**config.mk**
```make
export PLATFORM = sky130hd
export DESIGN_NAME = sync_fifo_ctl
export DESIGN_NICKNAME = d
export VERILOG_FILES = /design/src/rtl/sync_fifo_ctl.sv
export SDC_FILE = /design/constraint.sdc
export NUM_CORES = 1
export LEC_CHECK = 0
export ABC_AREA = 1
export CAP_MARGIN = 15
export CORE_ASPECT_RATIO = 1.4
export CORE_MARGIN = 2
export CORE_UTILIZATION = 53
export DETAILED_ROUTE_END_ITERATION = 12
export PLACE_DENSITY = 0.8
export SLEW_MARGIN = 15
export SYNTH_ARGS = -nofsm -noshare
export SYNTH_HDL_FRONTEND = slang
export SYNTH_SLANG_ARGS = --single-unit
```
**constraint.sdc**
```tcl
create_clock -name clk -period 6.2 [get_ports clk]
set_clock_uncertainty 0.15 [all_clocks]
set_input_delay 1.24 -clock clk [delete_from_list [all_inputs] [get_ports clk]]
set_output_delay 1.24 -clock clk [all_outputs]
set_load 0.02 [all_outputs]
```
**src/rtl/sync_fifo_ctl.sv**
```systemverilog
// Single-clock FIFO controller: dual-port storage, binary wrap-bit pointers,
// registered level/watermark flags and sticky overflow/underflow reporting.
module sync_fifo_ctl #(
   parameter int unsigned DATASIZE   = 8,
   parameter int unsigned ADDRSIZE   = 4,
   parameter int unsigned AFULL_THR  = 12,
   parameter int unsigned AEMPTY_THR = 2,
   parameter bit          SHOWAHEAD  = 1'b1
) (
   input  logic                clk,
   input  logic                rst_n,
   input  logic                winc,
   input  logic [DATASIZE-1:0] wdata,
   input  logic                rinc,
   output logic [DATASIZE-1:0] rdata,
   output logic                wfull,
   output logic                rempty,
   output logic                walmost_full,
   output logic                ralmost_empty,
   output logic [ADDRSIZE:0]   level,
   output logic                overflow,
   output logic                underflow,
   input  logic                clr_err
);

   localparam int unsigned       DEPTH    = 1 << ADDRSIZE;
   localparam logic [ADDRSIZE:0] DEPTH_V  = (ADDRSIZE+1)'(DEPTH);
   localparam logic [ADDRSIZE:0] AFULL_V  = (ADDRSIZE+1)'(AFULL_THR);
   localparam logic [ADDRSIZE:0] AEMPTY_V = (ADDRSIZE+1)'(AEMPTY_THR);
   localparam logic [ADDRSIZE:0] ZERO_V   = '0;

   logic [DATASIZE-1:0] mem [DEPTH];

   logic [ADDRSIZE:0] wptr_q, wptr_d;
   logic [ADDRSIZE:0] rptr_q, rptr_d;
   logic [ADDRSIZE:0] level_cur, level_next;
   logic              wfull_q, wfull_d;
   logic              rempty_q, rempty_d;
   logic              afull_q, afull_d;
   logic              aempty_q, aempty_d;
   logic              ovf_q, ovf_d;
   logic              unf_q, unf_d;
   logic              we, re;

   // Occupancy is the wrap-aware pointer difference, so no separate level
   // register is needed and it can never drift from the pointers.
   always_comb begin
      we         = winc & ~wfull_q;
      re         = rinc & ~rempty_q;
      wptr_d     = wptr_q + {ZERO_V[ADDRSIZE:1], we};
      rptr_d     = rptr_q + {ZERO_V[ADDRSIZE:1], re};
      level_cur  = wptr_q - rptr_q;
      level_next = level_cur + {ZERO_V[ADDRSIZE:1], we} - {ZERO_V[ADDRSIZE:1], re};
      wfull_d    = (level_next == DEPTH_V);
      rempty_d   = (level_next == ZERO_V);
      afull_d    = (level_next >= AFULL_V);
      aempty_d   = (level_next <= AEMPTY_V);
      ovf_d      = (winc & wfull_q)  | (ovf_q & ~clr_err);
      unf_d      = (rinc & rempty_q) | (unf_q & ~clr_err);
   end

   always_ff @(posedge clk or negedge rst_n) begin
      if (!rst_n) begin
         wptr_q   <= '0;
         rptr_q   <= '0;
         wfull_q  <= 1'b0;
         rempty_q <= 1'b1;
         afull_q  <= 1'b0;
         aempty_q <= 1'b1;
         ovf_q    <= 1'b0;
         unf_q    <= 1'b0;
      end else begin
         wptr_q   <= wptr_d;
         rptr_q   <= rptr_d;
         wfull_q  <= wfull_d;
         rempty_q <= rempty_d;
         afull_q  <= afull_d;
         aempty_q <= aempty_d;
         ovf_q    <= ovf_d;
         unf_q    <= unf_d;
      end
   end

   always_ff @(posedge clk) begin
      if (we) mem[wptr_q[ADDRSIZE-1:0]] <= wdata;
   end

   generate
      if (SHOWAHEAD) begin : g_fwft
         assign rdata = mem[rptr_q[ADDRSIZE-1:0]];
      end else begin : g_reg
         logic [DATASIZE-1:0] rdata_q, rdata_d;

         always_comb begin
            rdata_d = rdata_q;
            if (re) rdata_d = mem[rptr_q[ADDRSIZE-1:0]];
         end

         always_ff @(posedge clk or negedge rst_n) begin
            if (!rst_n) rdata_q <= '0;
            else        rdata_q <= rdata_d;
         end

         assign rdata = rdata_q;
      end
   endgenerate

   assign wfull         = wfull_q;
   assign rempty        = rempty_q;
   assign walmost_full  = afull_q;
   assign ralmost_empty = aempty_q;
   assign level         = level_cur;
   assign overflow      = ovf_q;
   assign underflow     = unf_q;

endmodule

```
==> results of run 1 <==
[cells in the final DEF, fill, tap and decap left out, types with 2 or more instances in the layout]
| master | n |
|---|---|
| xor2_1 | 6 |
| nor2_1 | 25 |
| o21ai_1 | 11 |
| nand3_2 | 3 |
| inv_2 | 3 |
| dfrtp_1 | 13 |
| inv_6 | 2 |
| o21ai_0 | 33 |
| xnor2_1 | 3 |
| fa_1 | 2 |
| bufinv_16 | 7 |
| inv_1 | 55 |
| nand3_1 | 22 |
| clkinv_2 | 3 |
| ha_1 | 11 |
| a21oi_1 | 34 |
| edfxtp_1 | 128 |
| nand2_1 | 46 |
| dfstp_2 | 2 |
| clkdlybuf4s50_1 | 31 |
| nand2_2 | 9 |
| clkbuf_16 | 17 |
| mux2i_1 | 32 |
| o211ai_1 | 32 |
[per-stage QoR]
step	area, µm²	hold slack, ps	util	std cells
3_3_place_gp	6670	362	0.570	653
3_5_place_dp	6670	372	0.570	653
5_1_grt	7370	403	0.630	686
6_report	7370	376	0.630	686
2_1_floorplan	6270	323	-	497
4_1_cts	7350	380	0.628	685
[report_power, final]
group	internal, mW	switching (mW)	leakage, nW	total [mW]
registers	1.20	0.178	1.35	1.37
logic	0.694	1.13	1.13	1.82
clock network	0.793	0.385	0.335	1.18
[logic make-up (layout without fill, tap and decap cells)]
group / Yosys count / in the layout / share of synthesized area
DFF: 144 / 144 / 0.677
AOI/OAI and AO/OA: 111 / 111 / 0.102
muxes: 32 / 32 / 0.0511
xor gates and xnor gates: 9 / 9 / 0.0126
buffers and inverters: 81 / 123 / 0.0525
and+or+nand+nor: 107 / 107 / 0.0766
adders and majority gates: 13 / 13 / 0.0283
[registers in the layout, indices dropped and copies added, names as in the netlist]
register       cells
wfull              1
overflow           1
underflow          1
walmost_full       1
wptr_q             5
ralmost_empty      1
mem              128
rptr_q             5
rempty             1
[cell usage after synthesis, types with 9 or more instances]
master / instances
edfxtp_1: 128
inv_1: 55
nand2_1: 46
a21oi_1: 34
o21ai_0: 33
mux2i_1: 32
o211ai_1: 32
nor2_1: 25
nand3_1: 22
dfrtp_1: 14
clkbuf_1: 13
ha_1: 11
o21ai_1: 11
nand2_2: 9
[metal layers]
metal	vias to the layer above	GRT usage
met3	33	0.0513
met2	172	0.405
li1	1840	-
met4	0	0.106
met5	-	0
met1	1946	0.265
[final cells by class]
class                           instances  area (µm²)  area share
Clock buffer                           17         425      0.0577
Inverter                               58         218      0.0295
Multi-Input combinational cell        272        1700       0.230
Timing Repair Buffer                   33         333      0.0452
Clock inverter                         15         263      0.0357
Tap cell                              147         184      0.0250
Sequential cell                       144        4250       0.577
[tightest hold or removal path, stage by stage, from the launching register on]
cell and delay, ps:
dfrtp_1 370, nand2_1 60, o21ai_0 60
[worst min-delay path by stage]
stage,from,to,slack (ps),cells past startpoint
2_1_floorplan,rptr_q[1]$_DFF_PN0_,rptr_q[1]$_DFF_PN0_,320,1
3_3_place_gp,wfull$_DFF_PN0_,overflow$_DFF_PN0_,360,2
3_5_place_dp,wptr_q[4]$_DFF_PN0_,wptr_q[4]$_DFF_PN0_,370,1
4_1_cts,overflow$_DFF_PN0_,overflow$_DFF_PN0_,380,2
5_1_grt,overflow$_DFF_PN0_,overflow$_DFF_PN0_,400,2
6_report,wfull$_DFF_PN0_,overflow$_DFF_PN0_,380,2
==> impl_metrics.ini, run 1 <==
[outcome]
outcome = completed

[final_layout]
syn_to_final_growth_pct = 17.5
fillers = 831
drive_gt1_frac = 0.100
nNetsFinal = 552
diodes = 0

[global_route]
grt_pass1_wl_mm = 21.2
grt_pass1_vias = 4018
grt_max_degree = 73
track_usage = 0.232
antenna_found_initial = 0
gr-total-overflow = 0

[worst_setup_path]
reg2reg_from = rptr_q[0]$_DFF_PN0_
required_ps = 4810
critical-path-max-stage-delay_ps = 910
worst-path-max-fanout = 26
slowest_stage = dfrtp_1
path_cells = inv_1, ha_1, a21oi_2, nand3_2, nand2_4, clkdlybuf4s50_1
worst_setup_path_end_kind = primary output
critPathArrivalTime_ps = 3370
r2r_setup_slack_ps = 2850
r2r_cells = 14
path_class = reg2out
crit_cells = 6
critPathBufInv = 2
startpoint = rptr_q[2]$_DFF_PN0_
worstReg2RegEnd = rempty$_DFF_PN1_
startpoint_type = flop
crit_end = level[3]
cp_top_family = buffers and inverters

[logic_synthesis]
synth_ff_type = edfxtp_1
yosys.area.top_type = edfxtp_1
synth_area_um2 = 6270
synth-edff-count = 128
ys_types = 27
ys_seq_area_frac = 0.677
synth_nets = 523
post-synth-top-area-fraction = 0.613
avgSynthCellArea_um2 = 12.6
ys_ff_latch = 144
synth_area_leaders = edfxtp_1, dfrtp_1, mux2i_1, o211ai_1, inv_1
async_reset_ff_frac = 0.111
netlist_instances = 497
ys_warn_count = 0

[die]
dieArea_um2 = 12700
dieWidth_um = 95.9
initial_core_util = 0.536
num_rows = 47
placeableCoreArea_um2 = 11700
die_h_um = 133
ios = 32

[routing]
num_vias = 3991
drc = 0
drtIter0Drc = 390
wl_per_cell_um = 19.9
vias_per_cell = 5.82
dr.pass1.iters = 5
wl_met3_um = 690
topRoutingLayerUsed = met4
wl_mm = 13.7
drtAntennaViolNets = 0
met1Wirelength_mm = 5.03
wl_met2_mm = 7.44

[cts]
clk_latency_ps = 420
cts_buffer_depth = 2
cts_sinks = 144
cts-root-buf = clkbuf_16
path_clk_slew_ps = 60
cts_tree = built
postCtsSetupBuffers = 0
cts_buffers = 17
cts_htree_levels = 4
cts_hold_buffers = 0
cts_resized = 0

[sta]
min_period_over_period = 0.768
tns_ps = 0
grt_setup_unrepaired = false
fin_crit_ps = 4760
drv_slew = 0
slew_headroom = 0.418
layout_setup_ws_ps = 1440
worst_pin_slew_ps = 869
final-setup-viol-count = 0
fmaxAchievable_ghz = 0.210
hold_viol_final = 0

[flow_run]
cap_violations = 0

[pwr]
p_leak_nw = 2.81
power_density_nw_per_um2 = 594
finalPower_mw = 4.38
peakVddDrop_mv = 0.846

[place]
hpwl_mm = 8.94
port_buffers = 31
globalplace.congestion = 0.889
dp_slack_ps = 1470

[worst_hold_path]
hold_class = reg2reg
Power figures use the tool's default switching activity.
==> inputs of run 2 (changes only) <==
--- a/config.mk
+++ b/config.mk
@@ -11,7 +11,7 @@
 export CORE_MARGIN = 2
 export CORE_UTILIZATION = 53
 export DETAILED_ROUTE_END_ITERATION = 12
-export PLACE_DENSITY = 0.8
+export PLACE_DENSITY = 0.82
 export SLEW_MARGIN = 15
 export SYNTH_ARGS = -nofsm -noshare
 export SYNTH_HDL_FRONTEND = slang
==> constraint.sdc (replaced) <==
create_clock -name clk -period 4.14 [get_ports clk]
set_clock_uncertainty 0.15 [all_clocks]
set_input_delay 0.828 -clock clk [delete_from_list [all_inputs] [get_ports clk]]
set_output_delay 0.828 -clock clk [all_outputs]
set_load 0.02 [all_outputs]
==> run 2 against run 1 <==
Effect of this change:
- first-iteration DRC count is 24% lower
- largest cell class unchanged
- worst hold slack better by 8.9 ps
- non-clock buffer count is 5 higher
- critical endpoint is now level[4]
- highest routed layer unchanged
- die area stayed put
- worst setup slack worse by 1000 ps
- cell count is 0.73% higher
- count of clock-buffer cells in the layout stayed put
- total power is 42% higher
- largest power group unchanged
==> impl_metrics.ini, run 2 (synthesis gave the netlist of run 1 again) <==
[outcome]
outcome = completed

[sta]
layout_setup_ws_ps = 394
drv_slew = 0
grt_setup_unrepaired = false
fin_crit_ps = 3750
worst_pin_slew_ps = 1020
fmaxAchievable_ghz = 0.267
min_period_over_period = 0.905
hold_ws_ps = 385
hold_viol_final = 0
tns_ps = 0
final-setup-viol-count = 0
slew_headroom = 0.314

[routing]
num_vias = 3951
vias_per_cell = 5.72
wl_per_cell_um = 18.4
drtIter0Drc = 297
drtAntennaViolNets = 0
drc = 0
wl_mm = 12.7
dr.pass1.iters = 5

[final_layout]
fillers = 821
final_util = 0.621
drive_gt1_frac = 0.108
largest_register_ff_count = 128
syn_to_final_growth_pct = 15.9
fin_area_um2 = 7270
final_common_cell = edfxtp_1
instances_no_fill = 691
layout_common_cells = edfxtp_1, inv_1, nand2_1, a21oi_1, o21ai_0
diodes = 0
nNetsFinal = 557

[place]
dp_slack_ps = 631
globalplace.congestion = 0.865
dpl.cell_count = 659
port_buffers = 31
placed_area_um2 = 6720
hpwl_mm = 7.77

[cts]
postCtsSetupBuffers = 0
clk_latency_ps = 410
cts_buffers = 17
cts_hold_buffers = 0
cts-root-buf = clkbuf_16
cts_htree_levels = 4
path_clk_slew_ps = 60
cts_buffer_depth = 2
cts_tree = built
cts_sinks = 144
cts_resized = 0

[pwr]
p_leak_nw = 2.77
peakVddDrop_mv = 1.15
finalPower_mw = 6.20
power_density_nw_per_um2 = 852

[worst_setup_path]
worst-path-max-fanout = 14
critPathArrivalTime_ps = 2770
startpoint_type = flop
required_ps = 3160
r2r_setup_slack_ps = 1250
worst_setup_path_end_kind = primary output
path_class = reg2out

[die]
initial_core_util = 0.536
num_rows = 47
dieWidth_um = 95.9
ios = 32
die_h_um = 133
dieArea_um2 = 12700
placeableCoreArea_um2 = 11700

[global_route]
antenna_found_initial = 0
grt_max_degree = 98
track_usage = 0.214
grt_pass1_vias = 4018
grt_pass1_wl_mm = 19.8
gr-total-overflow = 0

[flow_run]
cap_violations = 0

[worst_hold_path]
hold_class = reg2reg
run 2: cell types whose count changed in the layout (fill, tap and decap cells not counted):
| cell | previous run | this run |
|---|---|---|
| bufinv_16 | 7 | 1 |
| buf_4 | 1 | 6 |
| clkinv_2 | 3 | 6 |
| clkinv_4 | 1 | 3 |
| clkinvlp_4 | 1 | 3 |
| buf_12 | 0 | 1 |
| buf_8 | 1 | 0 |
| inv_6 | 2 | 1 |
run 2: worst max-delay path, cell delays in order (launching register included):
cell and delay (ps):
dfrtp_1 690, inv_2 130, fa_1 480, inv_1 120, nor2_1 50, nor2_1 110
nand2_1 60, nand2_1 100, clkdlybuf4s50_1 620
run 2: worst paths after layout:
kind	cells past startpoint	startpoint	to
min in group asynchronous	1	rst_n	wptr_q[4]$_DFF_PN0_
setup reg to reg	13	rptr_q[1]$_DFF_PN0_	rempty$_DFF_PN1_
setup / recovery	8	rptr_q[1]$_DFF_PN0_	level[4]
hold reg to reg	1	wptr_q[4]$_DFF_PN0_	wptr_q[4]$_DFF_PN0_
max in group asynchronous	1	rst_n	rptr_q[0]$_DFF_PN0_
hold / removal	1	wptr_q[4]$_DFF_PN0_	wptr_q[4]$_DFF_PN0_
run 2: area by class of cell:
cell class              instances  area (µm²)  share of cell area
multi-input cells             272        1700               0.233
clock buffers                  17         425              0.0585
inverters                      58         218              0.0299
flip-flops and latches        144        4250               0.585
well taps                     147         184              0.0253
clock inverters                15         121              0.0167
repair buffers                 38         375              0.0516
run 2: power breakdown:
part,total (mW),internal (mW),switching (mW)
Clock,1.39,0.819,0.574
Combinational,2.90,1.07,1.83
Sequential,1.91,1.79,0.116
run 2: layer usage:
layer | up-vias | share of wire | global-route usage
met2 | 156 | 0.54 | 0.365
met3 | 35 | 0.059 | 0.0649
li1 | 1836 | - | -
met1 | 1924 | 0.36 | 0.234
met4 | 0 | 0.034 | 0.116
met5 | - | 0 | 0
==> inputs of run 3 (changes only) <==
--- a/config.mk
+++ b/config.mk
@@ -10,8 +10,10 @@
 export CORE_ASPECT_RATIO = 1.4
 export CORE_MARGIN = 2
 export CORE_UTILIZATION = 53
+export CTS_CLUSTER_DIAMETER = 120
 export DETAILED_ROUTE_END_ITERATION = 12
 export PLACE_DENSITY = 0.82
+export REMOVE_ABC_BUFFERS = 1
 export SLEW_MARGIN = 15
 export SYNTH_ARGS = -nofsm -noshare
 export SYNTH_HDL_FRONTEND = slang
==> run 3 against run 2 <==
Effect of this change:
- die area unchanged
- worst hold slack got worse by 0.73 ps
- cell count unchanged
- critical path type unchanged
- worst setup slack got worse by 110 ps
- largest power group unchanged
- flip-flop and latch count unchanged
- combinational power about the same
- global-route usage increased by 1.3 points
- core utilization increased by 0.71 points
==> impl_metrics.ini, run 3 (synthesis gave the netlist of run 1 again) <==
[outcome]
outcome = completed

[global_route]
antenna_found_initial = 0
grt_max_degree = 58
grt_pass1_vias = 4203
grt_pass1_wl_mm = 21.2
gr-total-overflow = 0
track_usage = 0.228

[pwr]
peakVddDrop_mv = 0.974
finalPower_mw = 6.44
p_leak_nw = 2.80
power_density_nw_per_um2 = 875

[place]
hpwl_mm = 8.53
dpl.cell_count = 659
port_buffers = 31
globalplace.congestion = 0.865
placed_area_um2 = 6720

[worst_setup_path]
worst_setup_path_end_kind = primary output
required_ps = 3160
startpoint_type = flop
path_class = reg2out
critPathArrivalTime_ps = 2870
worst-path-max-fanout = 31

[sta]
drv_slew = 0
worst_pin_slew_ps = 983
hold_viol_final = 0
fin_crit_ps = 3850
final-setup-viol-count = 0
min_period_over_period = 0.930
grt_setup_unrepaired = false
slew_headroom = 0.342
tns_ps = 0
fmaxAchievable_ghz = 0.260

[routing]
drc = 0
vias_per_cell = 5.81
wl_mm = 13.4
num_vias = 4012
drtIter0Drc = 419
dr.pass1.iters = 5
drtAntennaViolNets = 0
wl_per_cell_um = 19.5

[die]
die_h_um = 133
num_rows = 47
initial_core_util = 0.536
placeableCoreArea_um2 = 11700
dieWidth_um = 95.9
ios = 32
dieArea_um2 = 12700

[final_layout]
diodes = 0
syn_to_final_growth_pct = 17.2
fin_area_um2 = 7350
largest_register_ff_count = 128
layout_common_cells = edfxtp_1, inv_1, nand2_1, a21oi_1, o21ai_0
fillers = 774
final_util = 0.628
nNetsFinal = 557
final_common_cell = edfxtp_1
drive_gt1_frac = 0.108
instances_no_fill = 691

[cts]
postCtsSetupBuffers = 0
cts_buffers = 17
cts_resized = 0
cts_htree_levels = 4
path_clk_slew_ps = 60
cts_hold_buffers = 0
cts-root-buf = clkbuf_16
cts_tree = built
clk_latency_ps = 420
cts_buffer_depth = 2
cts_sinks = 144

[flow_run]
cap_violations = 0

[worst_hold_path]
hold_class = reg2reg
run 3: final cells by class:
cell class                 count  area (µm²)  area share
clock buffer                  19         443      0.0602
clock inverter                13         186      0.0254
inverter                      58         218      0.0296
multi-input combinational    272        1700       0.231
sequential                   144        4250       0.578
tap                          147         184      0.0250
timing repair buffer          38         375      0.0510
run 3: power breakdown:
group / switching (mW) / internal (mW) / leakage [nW]
clock network: 0.572 / 1.02 / 0.296
registers: 0.145 / 1.79 / 1.35
logic: 1.83 / 1.08 / 1.16
run 3: worst paths after layout:
kind                                     startpoint                  end  slack [ps]  cells past startpoint
worst min register to register  underflow$_DFF_PN0_  underflow$_DFF_PN0_         380                      2
min in group asynchronous                     rst_n  underflow$_DFF_PN0_         690                      1
worst min-delay path            underflow$_DFF_PN0_  underflow$_DFF_PN0_         380                      2
worst max-delay path            rptr_q[0]$_DFF_PN0_             level[4]         290                      9
worst max register to register  rptr_q[0]$_DFF_PN0_     rempty$_DFF_PN1_        1130                     14
max in group asynchronous                     rst_n  rptr_q[0]$_DFF_PN0_        2610                      1
run 3: worst max-delay path: stages, from the launching register on:
cell	delay [ps]
dfrtp_4	680
ha_1	230
inv_1	70
fa_1	430
inv_1	120
nor2_1	50
nor2_1	120
nand2_1	60
nand2_1	100
clkdlybuf4s50_1	610
run 3: through the flow:
step | worst slack (ps) | hold WS [ps]
global placement | 769 | 368
global route | 49.3 | 417
floorplan | -379 | 352
CTS | 263 | 383
finish | 288 | 384
detailed placement | 645 | 379
run 3: metal layers:
layer | part of all wire | global-route usage
met4 | 0.037 | 0.114
met2 | 0.54 | 0.385
met5 | 0 | 0
met3 | 0.056 | 0.0592
met1 | 0.37 | 0.263
